===== src/rtl/delay_timer_pkg.sv =====
// Shared types, mode constants and elaboration helpers for the multi-channel delay timer.
package delay_timer_pkg;

  typedef enum logic {
    ST_IDLE = 1'b0,
    ST_RUN  = 1'b1
  } ch_state_e;

  localparam logic MODE_ONESHOT  = 1'b0;
  localparam logic MODE_PERIODIC = 1'b1;

  // Clocks per base tick; 0 flags an unusable frequency pair.
  function automatic int unsigned calc_div(input int unsigned clk_freq,
                                           input int unsigned tick_freq);
    if (tick_freq == 0) return 0;
    return clk_freq / tick_freq;
  endfunction

  // Prescaler width, never below one bit.
  function automatic int unsigned calc_pw(input int unsigned div);
    if (div <= 2) return 1;
    return $clog2(div);
  endfunction

endpackage


===== src/rtl/delay_timer_if.sv =====
// Per-channel request/status bundle between sequencing FSMs and the delay timer.
interface delay_timer_if #(
  parameter int unsigned NUM_CH = 4,
  parameter int unsigned CNT_W  = 16
) ();

  logic [NUM_CH-1:0]       start;
  logic [NUM_CH-1:0]       stop;
  logic [NUM_CH-1:0]       periodic;
  logic [NUM_CH*CNT_W-1:0] period;
  logic [NUM_CH-1:0]       busy;
  logic [NUM_CH-1:0]       done;
  logic                    tick;

  modport master (
    output start, stop, periodic, period,
    input  busy, done, tick
  );

  modport slave (
    input  start, stop, periodic, period,
    output busy, done, tick
  );

endinterface


===== src/rtl/delay_timer_ch.sv =====
// One delay channel: IDLE/RUN FSM with a tick-driven down-counter and latched mode/period.
module delay_timer_ch
  import delay_timer_pkg::*;
#(
  parameter int unsigned CNT_W = 16
) (
  input  logic             clk,
  input  logic             arst_n,
  input  logic             tick,
  input  logic             start,
  input  logic             stop,
  input  logic             periodic,
  input  logic [CNT_W-1:0] period,
  output logic             busy,
  output logic             done
);

  ch_state_e        state_q, state_d;
  logic [CNT_W-1:0] rem_q, rem_d;
  logic [CNT_W-1:0] per_q, per_d;
  logic             mode_q, mode_d;
  logic             busy_q, busy_d;
  logic             done_q, done_d;
  logic [CNT_W-1:0] load_val;

  always_comb begin
    load_val = (period == '0) ? CNT_W'(1) : period;
  end

  // Priority: stop, then (re)start, then expiry; a load swallows a coincident tick.
  always_comb begin
    state_d = state_q;
    rem_d   = rem_q;
    per_d   = per_q;
    mode_d  = mode_q;
    done_d  = 1'b0;
    if (stop) begin
      state_d = ST_IDLE;
      rem_d   = '0;
    end else if (start) begin
      state_d = ST_RUN;
      rem_d   = load_val;
      per_d   = load_val;
      mode_d  = periodic;
    end else if (state_q == ST_RUN && tick) begin
      if (rem_q > CNT_W'(1)) begin
        rem_d = rem_q - CNT_W'(1);
      end else begin
        done_d = 1'b1;
        if (mode_q == MODE_ONESHOT) begin
          state_d = ST_IDLE;
          rem_d   = '0;
        end else begin
          rem_d = per_q;
        end
      end
    end
    busy_d = (state_d == ST_RUN);
  end

  always_ff @(posedge clk) begin
    if (!arst_n) begin
      state_q <= ST_IDLE;
      rem_q   <= '0;
      per_q   <= '0;
      mode_q  <= MODE_ONESHOT;
      busy_q  <= 1'b0;
      done_q  <= 1'b0;
    end else begin
      state_q <= state_d;
      rem_q   <= rem_d;
      per_q   <= per_d;
      mode_q  <= mode_d;
      busy_q  <= busy_d;
      done_q  <= done_d;
    end
  end

  assign busy = busy_q;
  assign done = done_q;

endmodule


===== src/rtl/delay_timer.sv =====
// Multi-channel programmable delay generator: one global prescaler feeding NUM_CH channels.
module delay_timer
  import delay_timer_pkg::*;
#(
  parameter int unsigned CLK_FREQ  = 100_000_000,
  parameter int unsigned TICK_FREQ = 1_000,
  parameter int unsigned NUM_CH    = 4,
  parameter int unsigned CNT_W     = 16
) (
  input  logic         clk,
  input  logic         arst_n,
  delay_timer_if.slave bus
);

  localparam int unsigned DIV = calc_div(CLK_FREQ, TICK_FREQ);
  localparam int unsigned PW  = calc_pw(DIV);

  if (DIV < 1) begin : g_bad_div
    $error("delay_timer: CLK_FREQ/TICK_FREQ must be >= 1");
  end
  if (NUM_CH < 1 || NUM_CH > 16) begin : g_bad_nch
    $error("delay_timer: NUM_CH must be in 1..16");
  end

  localparam logic [PW-1:0] CNT_MAX = PW'(DIV - 1);

  logic [PW-1:0] cnt_q, cnt_d;
  logic          tick_q, tick_d;

  // tick is registered from the next count so it is 0 in reset even when DIV = 1.
  always_comb begin
    cnt_d  = (cnt_q == CNT_MAX) ? '0 : cnt_q + PW'(1);
    tick_d = (cnt_d == CNT_MAX);
  end

  always_ff @(posedge clk) begin
    if (!arst_n) begin
      cnt_q  <= '0;
      tick_q <= 1'b0;
    end else begin
      cnt_q  <= cnt_d;
      tick_q <= tick_d;
    end
  end

  logic [NUM_CH-1:0] busy_w;
  logic [NUM_CH-1:0] done_w;

  for (genvar i = 0; i < NUM_CH; i++) begin : g_ch
    delay_timer_ch #(
      .CNT_W(CNT_W)
    ) u_ch (
      .clk      (clk),
      .arst_n   (arst_n),
      .tick     (tick_q),
      .start    (bus.start[i]),
      .stop     (bus.stop[i]),
      .periodic (bus.periodic[i]),
      .period   (bus.period[i*CNT_W +: CNT_W]),
      .busy     (busy_w[i]),
      .done     (done_w[i])
    );
  end

  assign bus.busy = busy_w;
  assign bus.done = done_w;
  assign bus.tick = tick_q;

endmodule


===== src/flat_wrapper.sv =====
// flat-port wrapper written by rule: the top's interface ports become plain ports
module delay_timer_flat import delay_timer_pkg::*;
#(
  parameter int unsigned CLK_FREQ  = 100_000_000,
  parameter int unsigned TICK_FREQ = 1_000,
  parameter int unsigned NUM_CH    = 4,
  parameter int unsigned CNT_W     = 16
)
  (clk, arst_n, bus_start, bus_stop, bus_periodic, bus_period, bus_busy, bus_done, bus_tick);
  delay_timer_if #(.NUM_CH(NUM_CH), .CNT_W(CNT_W)) bus_i ();
  input  logic clk;
  input  logic arst_n;
  input wire logic [$bits(bus_i.start)-1:0] bus_start;
  input wire logic [$bits(bus_i.stop)-1:0] bus_stop;
  input wire logic [$bits(bus_i.periodic)-1:0] bus_periodic;
  input wire logic [$bits(bus_i.period)-1:0] bus_period;
  output wire logic [$bits(bus_i.busy)-1:0] bus_busy;
  output wire logic [$bits(bus_i.done)-1:0] bus_done;
  output wire logic [$bits(bus_i.tick)-1:0] bus_tick;
  assign bus_i.start = bus_start;
  assign bus_i.stop = bus_stop;
  assign bus_i.periodic = bus_periodic;
  assign bus_i.period = bus_period;
  assign bus_busy = bus_i.busy;
  assign bus_done = bus_i.done;
  assign bus_tick = bus_i.tick;
  delay_timer #(.CLK_FREQ(CLK_FREQ), .TICK_FREQ(TICK_FREQ), .NUM_CH(NUM_CH), .CNT_W(CNT_W)) u_core (.clk(clk), .arst_n(arst_n), .bus(bus_i));
endmodule

===== config.mk =====
export PLATFORM = sky130hd
export DESIGN_NAME = delay_timer_flat
export DESIGN_NICKNAME = d
export VERILOG_FILES = /design/src/rtl/delay_timer_pkg.sv /design/src/rtl/delay_timer_if.sv /design/src/rtl/delay_timer_ch.sv /design/src/rtl/delay_timer.sv /design/src/flat_wrapper.sv
export SDC_FILE = /design/constraint.sdc
export NUM_CORES = 1
export LEC_CHECK = 0
export BUFFER_PORTS_ARGS = -buffer_cell sky130_fd_sc_hd__buf_2
export CAP_MARGIN = 30
export CORE_MARGIN = 5
export CORE_UTILIZATION = 42
export CTS_BUF_LIST = sky130_fd_sc_hd__clkbuf_8 sky130_fd_sc_hd__clkbuf_16
export DETAILED_ROUTE_END_ITERATION = 16
export GPL_TIMING_DRIVEN = 0
export SLEW_MARGIN = 20
export SYNTH_ARGS = -nofsm -noshare
export SYNTH_HDL_FRONTEND = slang
export SYNTH_HIERARCHICAL = 1
export SYNTH_SLANG_ARGS = --single-unit

===== constraint.sdc =====
create_clock -name clk -period 4.25 [get_ports clk]
set_clock_uncertainty 0.05 [all_clocks]
set_input_delay 0.85 -clock clk [delete_from_list [all_inputs] [get_ports clk]]
set_output_delay 0.85 -clock clk [all_outputs]
set_load 0.01 [all_outputs]

## After elaboration in Yosys (flattened, before gate mapping)

Index checks and enable logic that the tools add are counted.

| storage, ports and cells | value |
|---|---|
| register bits | 158 |
| input bits | 78 |
| output and inout bits | 9 |
| logic and storage cells | 119 |

| operators by class | value |
|---|---|
| add/subtract/negate cells | 5 |
| $lt $le $gt $ge | 4 |
| equality and inequality tests | 10 |
| multiplexer cells | 41 |
| bitwise gates (word level) | 9 |
| reduce and logical (&&, ||, !) cells | 28 |

Operators by type and width:

| kind | number |
|---|---|
| 2-to-1 mux 16 bit | 20 |
| > comparator 16 x 1 -> 1 bit (second input constant) | 4 |
| logical NOT 16 bit | 4 |
| subtractor 16 x 1 -> 16 bit (second input constant) | 4 |
| == test 17 bit (second input constant) | 2 |
| 2-to-1 mux 1 bit | 20 |
| adder 17 x 1 -> 17 bit (second input constant) | 1 |
| 2-to-1 mux 17 bit | 1 |
| != test 2 bit (second input constant) | 8 |
| OR reduction 4 bit | 4 |
| AND reduction 3 bit | 4 |
| inverter 1 bit | 9 |
| AND reduction 2 bit | 4 |
| nonzero test 2 bit | 4 |
| OR reduction 2 bit | 4 |
| logical AND 1 bit | 4 |

## Depth between registers and ports, before layout

Gate-level depths: netlist (run 1).

| logic depth | value |
|---|---|
| depth in word-level cells | 4 |
| gate-level depth with buffers | 8 |

## Cells and area by module

The synthesis (run 1) kept the hierarchy.

Modules (own cells, without submodules):

| module | instances | cells each | area an instance (sq um) | seq. area each (sq um) |
|---|---|---|---|---|
| delay_timer_ch | 4 | 228 | 1928.1 | 700.7 |
| delay_timer | 1 | 107 | 925.9 | 360.3 |

## Worst setup path after synthesis (run 1)

Ideal clock, no wire load.

| timing path | value |
|---|---|
| kind | input -> register |
| start point | in bus_start[0] |
| end point | reg u_core.g_ch[0].u_ch.rem_q[7] |
| setup time | 0.122 ns |
| arrival time | 1.923 ns |
| setup slack | 2.155 ns |
| stages on the path | 6 |
| path buffers | 2 |
| cell sequence | buf_2 -> a21oi_1 -> clkbuf_1 -> inv_1 -> o221ai_1 -> a21oi_1 |

| between the ends | value |
|---|---|
| cells in the longest elaborated chain, start to end | 1 |

Ends and longest elaborated chain:

| item | RTL line | source |
|---|---|---|
| start, declared | flat_wrapper.sv:13 | `input wire logic [$bits(bus_i.start)-1:0] bus_start;` |
| 2-to-1 mux 16 bit / nonzero test 2 bit (equally long branches) | -- |  |
| end signal, assigned | delay_timer_ch.sv:71 | `rem_q <= rem_d;` |
| end, declared | delay_timer_ch.sv:19 | `logic [CNT_W-1:0] rem_q, rem_d;` |

Parallel ways exist; a longest one is shown, timed or not.
A chain may end at the register's enable or synchronous reset.

## Final worst setup path (run 1)

| timing path | value |
|---|---|
| start point | in arst_n |
| end point | reg u_core.g_ch[3].u_ch.rem_q[10] |

| between the ends | value |
|---|---|
| cells in the longest elaborated chain, start to end | 2 |

Ends and longest elaborated chain:

| item | RTL line | source |
|---|---|---|
| start, declared | flat_wrapper.sv:12 | `input logic arst_n;` |
| inverter 1 bit (no source line) | -- |  |
| OR reduction 2 bit (no source line) | -- |  |
| end signal, assigned | delay_timer_ch.sv:71 |  |
| end, declared | delay_timer_ch.sv:19 |  |

No other way between the ends.

==> results.ini, run 1 <==
[outcome]
status = completed

[die]
rows = 52
die-area_um2 = 23540
core-area_um2 = 20230
start_util_pct = 42.69
io-pin-count = 87
die-width_um = 153.4
die_y_um = 153.4

[power]
powerDensity_nw_per_um2 = 358.0
leakagePower_nw = 4.094
vdd_drop_max_mv = 0.2506

[setup_path]
required_ns = 4.57
crit_arrival_ns = 2.89
r2r_cells = 7
reg2reg_to = u_core/g_ch[1].u_ch/rem_q[12]$_SDFFE_PP0P_
path_class = in2reg
r2r_start = u_core/g_ch[1].u_ch/rem_q[0]$_SDFFE_PP0P_
crit_fanout = 42
worstSetupEndpointType = register
worst_setup_path_start_kind = input port
timing.reg2reg.setup_slack_ns = 1.89

[worst_hold_path]
hold_path_class = reg2reg
min_path_cells = 1
min_to = u_core/g_ch[3].u_ch/rem_q[10]$_SDFFE_PP0P_
hp-start = u_core/g_ch[3].u_ch/per_q[10]$_SDFFE_PN0P_

[cts]
root_buffer = clkbuf_16
cts_resized = 0
clock_latency_ns = 0.43
cts.sinks = 158
cts_buffer_depth = 2
clk_pin_slew_worst_paths_ns = 0.06
cts.htree.levels = 4
post_cts_buffers = 0
cts_hold_buf = 0
cts_tree = built
cts_made_buffers = 17

[timing]
hold_violations = 0
max_slew_margin_pct = 39.03
drv_slew = 0
finalSetupTns_ns = 0
min_period_ns = 2.567
fin_crit_sh_pct = 60.41
tightestPinTransition_ns = 0.9019
rsz0062_at_grt = no
setup_violations = 0
fmax_ghz = 0.3895

[grt]
grt_util_met2_pct = 30.59
grt_usage_pct = 19.44
grt_max_degree = 43
grt_use_met1_pct = 27.39
grt_pass1_vias = 7279
grt_pass1_wl_um = 37760
top_usage_layer = met2
gr-total-overflow = 0
use_met3_pct = 3.789
antenna_found_initial = 0

[finish]
drive_gt1_share_pct = 16.81
nets = 1211
final_util_pct = 49.17
area_growth_pct = 15.17
diodes = 0
fin_area_um2 = 9948

[detailed_routing]
drt-pass1-iter-count = 5
ant_nets = 0
vias = 7870
vias_per_cell = 5.597
wl_per_cell_um = 16.65
drt_iter0_drc = 506
drc_errors = 0
routed_wl_um = 23400

[synth]
synth_cell_types = 59
synth.area.top_cells = dfxtp_1 37%, nand2_1 7.3%, a21boi_0 5.6%
yosys-top-cells-count = 169 x nand2_1, 158 x dfxtp_1, 104 x nor2_1, 64 x a21boi_0, 56 x a22oi_1
synth_area_leader_cell = dfxtp_1
synth_most_common_cell = nand2_1
synth_area_per_cell_um2 = 8.477
ys.flop_type = dfxtp_1
synth_warnings = 6
yosys.area.top_type_share_pct = 36.62
synth_seq_area_share_pct = 36.62
synth_area_um2 = 8638
yosys_register_bits = 158
synth_edf_count = 0
synthCells = 1019
synth_nets = 1106
synthArstFlopShare_pct = 0

[placement]
port_buffers = 86
place_area_um2 = 9407
dp_hpwl_um = 16710
gp_congestion = 0.8304

[job]
max-cap-violations = 0

==> per-layer routing <==
layer / wire [µm] / vias up
met5: 0 / -
met4: 276 / 0
met3: 1176 / 22
met2: 10750 / 198
met1: 11200 / 3754
li1: - / 3896
==> flip-flops by register name, summed over array words and instances, names as in the netlist <==
signal and count:
u_core/bus.tick 1, u_core/cnt_q 17, u_core/g_ch.u_ch/busy 4, u_core/g_ch.u_ch/done 4, u_core/g_ch.u_ch/mode_q 4, u_core/g_ch.u_ch/per_q 64, u_core/g_ch.u_ch/rem_q 64
==> worst max-delay path, stage by stage <==
cell and delay, ns:
buf_2 0.66, nand2b_1 0.10, clkbuf_1 0.25, nor3_1 0.46, o21ai_4 0.21, o22ai_1 0.23, a21o_1 0.10
==> power breakdown <==
part / internal [mW] / total [mW] / switching, mW
Clock: 0.807 / 1.42 / 0.609
Combinational: 0.240 / 0.563 / 0.323
Sequential: 1.54 / 1.58 / 0.0479
Total: 2.58 / 3.56 / 0.980
==> how the worst max path moves through the flow <==
| stage | startpoint | to | depth (start not counted) |
|---|---|---|---|
| 3_5_place_dp | arst_n | u_core/g_ch[3].u_ch/rem_q[10]$_SDFFE_PP0P_ | 7 |
| 3_3_place_gp | arst_n | u_core/g_ch[3].u_ch/rem_q[10]$_SDFFE_PP0P_ | 7 |
| 5_1_grt | arst_n | u_core/g_ch[3].u_ch/rem_q[8]$_SDFFE_PP0P_ | 7 |
| 4_1_cts | arst_n | u_core/g_ch[3].u_ch/rem_q[10]$_SDFFE_PP0P_ | 7 |
| 6_report | arst_n | u_core/g_ch[3].u_ch/rem_q[10]$_SDFFE_PP0P_ | 7 |
| 2_1_floorplan | bus_start[0] | u_core/g_ch[0].u_ch/rem_q[7]$_SDFFE_PP0P_ | 6 |
==> metrics by stage <==
step	total power, mW	hold slack [ns]	setup slack, ns	instances
finish	3.562	0.4073	1.683	1406
CTS	3.604	0.4056	1.675	1406
detailed placement	2.173	0.3861	1.213	1375
global route	3.722	0.4161	1.460	1406
global placement	2.168	0.3878	1.255	1375
floorplan	2.006	0.3761	2.155	1019
==> kinds of logic (layout without fill, tap and decap cells) <==
group,Yosys count,count (layout),share of synthesized area (%)
flops,158,158,36.62
xor+xnor,55,55,5.576
mux,17,17,2.202
buf+inv,89,206,4.896
simple gates,418,418,26.07
compound gates,273,273,23.33
fa+ha+maj,9,9,1.304
==> placed cells by master, fill, tap and decap left out, drive strengths merged, types with 4 or more instances in the layout <==
master,Yosys,layout
nand2,169,169
dfxtp,158,158
nor2,112,112
buf,21,107
a21boi,64,64
a22oi,56,56
clkbuf,34,52
inv,34,36
a211o,36,36
xor2,32,32
a21oi,30,30
nor3,29,29
nor4,24,24
xnor2,23,23
o22ai,22,22
o21ai,20,20
mux2,16,16
nand3,15,15
nand4,15,15
nand4b,12,12
nand2b,9,9
ha,9,9
o41ai,8,8
o31ai,8,8
clkinvlp,0,6
a31oi,5,5
clkinv,0,4
nor2b,4,4
or3b,4,4
a221o,4,4
a41oi,4,4
nor4b,4,4
or4,4,4
nand3b,4,4
a21o,4,4
or4b,4,4
o221ai,4,4
a2bb2oi,4,4
a211oi,4,4
==> cell type report <==
cell class                 instances  area (µm²)
buffer                            55       295.3
clock buffer                      18       439.2
clock inverter                    13       102.6
fill                            2017       10290
inverter                          34       127.6
multi-input combinational        772        5052
sequential                       158        3163
tap                              270       337.8
timing repair buffer              86       430.4
Power figures use the tool's default switching activity.
==> run 2, diff against run 1 <==
clock period = 2.3 ns   (was 4.25 ns; I/O delays follow)
==> run 2 against run 1 <==
  * Register-to-register slack worse by 1.8 ns
  * Sequential cell count stayed put
  * Setup slack lost 1.6 ns
  * Die area unchanged
  * Clock power rose by 85%
  * Non-clock buffer count stayed put
  * Critical path depth is 1 lower
  * Largest cell class unchanged
==> results.ini, run 2 (same netlist as run 1, synthesis figures left out) <==
[placement]
port_buffers = 86  ; unchanged
place_area_um2 = 9407  ; unchanged
gp_congestion = 0.8304  ; unchanged
dp_hpwl_um = 16710  ; unchanged
dp_slack_ns = -0.3472  ; was 1.213 ns

[timing]
max_slew_margin_pct = 48.79  ; was 39.03%
fmax_ghz = 0.4584
drv_slew = 0  ; unchanged
setup_violations = 0  ; unchanged
finalSetupTns_ns = 0  ; unchanged
hold_violations = 0  ; unchanged
holdWs_ns = 0.2332  ; was 0.4073 ns
fin_ws_ns = 0.1186  ; was 1.683 ns
tightestPinTransition_ns = 0.7653  ; was 0.9019 ns
rsz0062_at_grt = no  ; unchanged
fin_crit_sh_pct = 94.84
min_period_ns = 2.181

[finish]
reg_top3 = u_core/g_ch.u_ch/per_q (64), u_core/g_ch.u_ch/rem_q (64), u_core/cnt_q (17)  ; unchanged
final_cell_mix = 169 x nand2_1, 157 x dfxtp_1, 104 x nor2_1, 94 x buf_2, 64 x a21boi_0  ; was 169 x nand2_1, 158 x dfxtp_1, 104 x nor2_1, 95 x buf_2, 64 x a21boi_0
diodes = 0  ; unchanged
area_growth_pct = 15.73  ; was 15.17%
nets = 1211  ; unchanged
fin_area_um2 = 9997  ; was 9948 µm²
final_common_cell = nand2_1  ; unchanged
drive_gt1_share_pct = 17.61  ; was 16.81%

[detailed_routing]
vias_per_cell = 5.609  ; was 5.597
drc_errors = 0  ; unchanged
drt-pass1-iter-count = 5  ; unchanged
wl_per_cell_um = 16.66  ; was 16.65 µm
vias = 7886  ; was 7870
routed_wl_um = 23420  ; was 23400 µm
ant_nets = 0  ; unchanged
drt_iter0_drc = 532  ; was 506

[grt]
grt_pass1_wl_um = 37760  ; unchanged
gr-total-overflow = 0  ; unchanged
grt_pass1_vias = 7279  ; unchanged
grt_use_met1_pct = 27.39  ; unchanged
grt_max_degree = 43  ; unchanged
grt_util_met2_pct = 30.59  ; unchanged
antenna_found_initial = 0  ; unchanged
top_usage_layer = met2  ; unchanged
use_met3_pct = 3.789  ; unchanged
grt_usage_pct = 19.44  ; unchanged

[setup_path]
crit_family = simple AND/OR/NAND/NOR gates  ; was buffers and inverters
crit_fanout = 7  ; was 42
required_ns = 2.57  ; was 4.57 ns
path_class = reg2reg  ; was in2reg
critical_path.cell_chain = inv_1 > ha_2 > or4b_2 > o41ai_1 > a21oi_1 > a211o_1  ; was buf_2 > nand2b_1 > clkbuf_1 > nor3_1 > o21ai_4 > o22ai_1 > a21o_1
worst_setup_path_start_kind = register  ; was input port
path_buf_inv = 1  ; was 2
timing.reg2reg.setup_slack_ns = 0.12  ; was 1.89 ns
critPathSlowestCell = or4b_2  ; was buf_2
crit_arrival_ns = 2.46  ; was 2.89 ns
critPathMaxStageDelay_ns = 0.66  ; about the same
worstSetupEndpointType = register  ; unchanged

[cts]
clk_pin_slew_worst_paths_ns = 0.06  ; about the same
cts_resized = 0  ; unchanged
cts_made_buffers = 17  ; unchanged
root_buffer = clkbuf_16  ; unchanged
post_cts_buffers = 0  ; unchanged
cts_tree = built  ; unchanged
cts_buffer_depth = 2  ; unchanged
cts_hold_buf = 0  ; unchanged
cts.sinks = 158  ; unchanged
cts.htree.levels = 4  ; unchanged
clock_latency_ns = 0.43  ; about the same

[power]
power_switching_share_pct = 27.53  ; was 27.50%
leakagePower_nw = 4.115  ; was 4.094 nW
power.internal_mw = 4.775  ; was 2.582 mW
power_mw = 6.589  ; was 3.562 mW
clkPwrFrac_pct = 39.7  ; was 39.8%
seqPwrFrac_pct = 44.4  ; was 44.5%
pwr-share-comb_pct = 15.9  ; was 15.8%
vdd_drop_max_mv = 0.4647  ; was 0.2506 mV
switchingPower_mw = 1.814  ; was 0.9795 mW
powerDensity_nw_per_um2 = 659.1  ; was 358.0 nW/µm²

[die]
die-area_um2 = 23540  ; unchanged
die_y_um = 153.4  ; unchanged
core-area_um2 = 20230  ; unchanged
die-width_um = 153.4  ; unchanged
io-pin-count = 87  ; unchanged
rows = 52  ; unchanged
start_util_pct = 42.69  ; unchanged

[job]
max-cap-violations = 0  ; unchanged

[worst_hold_path]
hold_path_class = in2reg  ; was reg2reg

[outcome]
status = completed  ; unchanged

-- run 2: worst paths after layout --
check	startpoint	to	cells after the start
hold reg to reg	u_core/g_ch[3].u_ch/per_q[10]$_SDFFE_PN0P_	u_core/g_ch[3].u_ch/rem_q[10]$_SDFFE_PP0P_	1
setup reg to reg	u_core/g_ch[1].u_ch/rem_q[0]$_SDFFE_PP0P_	u_core/g_ch[1].u_ch/rem_q[8]$_SDFFE_PP0P_	6
hold / removal	bus_periodic[1]	u_core/g_ch[1].u_ch/mode_q$_SDFFE_PN0P_	3
setup / recovery	u_core/g_ch[1].u_ch/rem_q[0]$_SDFFE_PP0P_	u_core/g_ch[1].u_ch/rem_q[8]$_SDFFE_PP0P_	6
-- run 2: worst reg2reg max path, delay by kind of cell, from the launching register on --
family / cells / cell delay (ns)
buf+inv: 1 / 0.10
fa+ha+maj: 1 / 0.22
flops: 1 / 0.41
compound gates: 3 / 0.63
simple gates: 1 / 0.66
-- run 2: cell type report --
type                       count  area, µm²
timing repair buffer          86      432.9
fill                        2014      10240
buffer                        55      295.3
tap                          270      337.8
sequential                   158       3164
multi-input combinational    772       5097
clock inverter                13      102.6
inverter                      34      127.6
clock buffer                  18      439.2
-- run 2: metal layers --
| metal | vias up | wire [µm] |
|---|---|---|
| li1 | 3895 | - |
| met1 | 3764 | 11110 |
| met2 | 202 | 10770 |
| met3 | 25 | 1244 |
| met4 | 0 | 303 |
| met5 | - | 0 |
-- run 2: power by group through the flow --
stage / Clock (mW) / Sequential [mW] / Combinational, mW
2_1_floorplan: 0 / 2.96 / 0.742
6_report: 2.62 / 2.93 / 1.04
3_5_place_dp: 0 / 2.99 / 1.03
4_1_cts: 2.70 / 2.92 / 1.04
5_1_grt: 2.80 / 2.94 / 1.15
3_3_place_gp: 0 / 2.98 / 1.02
-- run 2: metrics by stage --
stage	utilization (%)	std cells
2_1_floorplan	-	1019
3_3_place_gp	46.49	1375
3_5_place_dp	46.49	1375
4_1_cts	49.17	1406
5_1_grt	49.41	1406
6_report	49.41	1406
==> run 3, diff against run 2 <==
REMOVE_ABC_BUFFERS = 1   (was unset)
==> run 3 against run 2 <==
  * Non-clock buffer count is 45 lower
  * Die area stayed put
  * Routed wire length shrank 2.8%
  * Total power up 3.6%
  * Worst hold slack gained 0.0041 ns
  * Critical path type unchanged
  * Largest cell class unchanged
==> results.ini, run 3 (same netlist as run 1, synthesis figures left out) <==
[outcome]
status = completed  ; unchanged

[cts]
cts_buffer_depth = 2  ; unchanged
cts.sinks = 158  ; unchanged
cts_tree = built  ; unchanged
cts.htree.levels = 4  ; unchanged
root_buffer = clkbuf_16  ; unchanged
cts_hold_buf = 0  ; unchanged
clk_pin_slew_worst_paths_ns = 0.07  ; was 0.06 ns
clock_latency_ns = 0.42  ; was 0.43 ns
cts_made_buffers = 17  ; unchanged

[worst_hold_path]
min_path_cells = 3  ; unchanged
hold_path_class = in2reg  ; unchanged

[detailed_routing]
drc_errors = 0  ; unchanged
ant_nets = 0  ; unchanged
vias = 7634  ; was 7886
wl_per_cell_um = 16.70  ; was 16.66 µm
routed_wl_um = 22770  ; was 23420 µm
drt-pass1-iter-count = 5  ; unchanged
drt_iter0_drc = 465  ; was 532
vias_per_cell = 5.601  ; was 5.609

[power]
vdd_drop_max_mv = 0.5358  ; was 0.4647 mV
leakagePower_nw = 4.041  ; was 4.115 nW
powerDensity_nw_per_um2 = 688.3  ; was 659.1 nW/µm²

[placement]
dp_hpwl_um = 15190  ; was 16710 µm
place_area_um2 = 9150  ; was 9407 µm²
port_buffers = 86  ; unchanged
gp_congestion = 0.8136  ; was 0.8304
dp_slack_ns = -0.6888  ; was -0.3472 ns
dp.cells = 1321  ; was 1375

[grt]
grt_pass1_vias = 7331  ; was 7279
grt_pass1_wl_um = 37430  ; was 37760 µm
grt_usage_pct = 18.96  ; was 19.44%
gr-total-overflow = 0  ; unchanged
antenna_found_initial = 1  ; was 0
grt_max_degree = 79  ; was 43

[finish]
final_common_cell = nand2_1  ; unchanged
nets = 1167  ; was 1211
diodes = 0  ; unchanged
area_growth_pct = 14.86  ; was 15.73%
fin_cells = 1363  ; was 1406
drive_gt1_share_pct = 18.30  ; was 17.61%
reg_top3 = u_core/g_ch.u_ch/per_q (64), u_core/g_ch.u_ch/rem_q (64), u_core/cnt_q (17)  ; unchanged
fin_area_um2 = 9922  ; was 9997 µm²
final.fill_count = 1985  ; was 2014
final_cell_mix = 169 x nand2_1, 157 x dfxtp_1, 100 x nor2_1, 85 x buf_2, 64 x a21boi_0  ; was 169 x nand2_1, 157 x dfxtp_1, 104 x nor2_1, 94 x buf_2, 64 x a21boi_0

[setup_path]
crit_fanout = 7  ; unchanged
path_class = reg2reg  ; unchanged
worst_setup_path_start_kind = register  ; unchanged
critPathMaxStageDelay_ns = 0.54  ; was 0.66 ns
timing.reg2reg.setup_slack_ns = 0.08  ; was 0.12 ns
r2r_cells = 7  ; was 6
required_ns = 2.59  ; was 2.57 ns
crit_arrival_ns = 2.51  ; was 2.46 ns
worstSetupEndpointType = register  ; unchanged
cp.depth = 7  ; was 6
critical_path.cell_chain = inv_1 > ha_1 > nor2_1 > or3b_1 > nor2_4 > mux2_2 > o22ai_1  ; was inv_1 > ha_2 > or4b_2 > o41ai_1 > a21oi_1 > a211o_1
critPathSlowestCell = or3b_1  ; was or4b_2
path_buf_inv = 1  ; unchanged
crit_family = simple AND/OR/NAND/NOR gates  ; unchanged

[die]
die_y_um = 153.4  ; unchanged
start_util_pct = 42.69  ; unchanged
die-area_um2 = 23540  ; unchanged
core-area_um2 = 20230  ; unchanged
io-pin-count = 87  ; unchanged
die-width_um = 153.4  ; unchanged
rows = 52  ; unchanged

[job]
max-cap-violations = 0  ; unchanged

[timing]
max_slew_margin_pct = 39.05  ; was 48.79%
min_period_ns = 2.220  ; was 2.181 ns
setup_violations = 0  ; unchanged
tightestPinTransition_ns = 0.9142  ; was 0.7653 ns
fmax_ghz = 0.4504  ; was 0.4584 GHz
fin_ws_ns = 0.07987  ; was 0.1186 ns
hold_violations = 0  ; unchanged
drv_slew = 0  ; unchanged
fin_crit_sh_pct = 96.53  ; was 94.84%

==> run 3: cell count changes in the layout (fill, tap and decap cells not counted), sizes merged, moves of 2 or more <==
cell | before | now
inv | 36 | 38
bufinv | 1 | 3
clkbuf | 53 | 19
buf | 106 | 95
clkinvlp | 6 | 4
==> run 3: through the flow <==
step	TNS, ns	hold WS, ns	total power [mW]	utilization, %
global route	-0.003940	0.2384	7.165	49.04
detailed placement	-25.83	0.3898	3.961	45.22
floorplan	0	0.3761	3.645	-
finish	0	0.2373	6.829	49.04
CTS	0	0.2191	6.894	48.65
global placement	-76.88	0.3831	3.949	45.03
==> run 3: layer usage <==
metal	GRT usage [%]	part of all wire, %	vias to the layer above
li1	-	-	3802
met1	26.76	48	3651
met2	29.42	46	152
met3	4.213	4.6	27
met4	5.004	1.2	2
met5	0	0.031	-
==> run 3: layout make-up <==
cell class                 instances  area (µm²)  area share, %
clock inverter                    14       167.7          1.690
timing repair buffer              96       550.5          5.549
sequential                       158        3164          31.89
tap                              270       337.8          3.405
clock buffer                      18       439.2          4.426
multi-input combinational        773        5135          51.75
inverter                          34       127.6          1.286
==> run 3: repair_timing <==
| action | 4_1_cts | 5_1_grt |
|---|---|---|
| buffers inserted | 6 | 1 |
| endpoints found under the setup margin | 44 | 49 |
| gates cloned | 0 | 1 |
| endpoints found under the hold margin | 0 | 0 |
| pin swaps | 4 | 2 |
| resized for setup | 6 | 8 |
==> run 3: power breakdown <==
| part | internal [mW] | leakage [nW] | switching (mW) |
|---|---|---|---|
| sequential | 2.84 | 1.29 | 0.101 |
| combinational | 0.422 | 2.46 | 0.569 |
| clock | 1.74 | 0.292 | 1.16 |
==> run 3: final timing paths <==
kind	startpoint	endpoint
setup / recovery	u_core/g_ch[2].u_ch/rem_q[0]$_SDFFE_PP0P_	u_core/g_ch[2].u_ch/rem_q[1]$_SDFFE_PP0P_
hold / removal	bus_periodic[1]	u_core/g_ch[1].u_ch/mode_q$_SDFFE_PN0P_
setup reg to reg	u_core/g_ch[2].u_ch/rem_q[0]$_SDFFE_PP0P_	u_core/g_ch[2].u_ch/rem_q[1]$_SDFFE_PP0P_
hold reg to reg	u_core/g_ch[1].u_ch/per_q[10]$_SDFFE_PN0P_	u_core/g_ch[1].u_ch/rem_q[10]$_SDFFE_PP0P_
==> run 3: tightest hold or removal path: stages <==
cell	delay (ns)
buf_2	0.10
nand2_1	0.04
a21boi_0	0.06
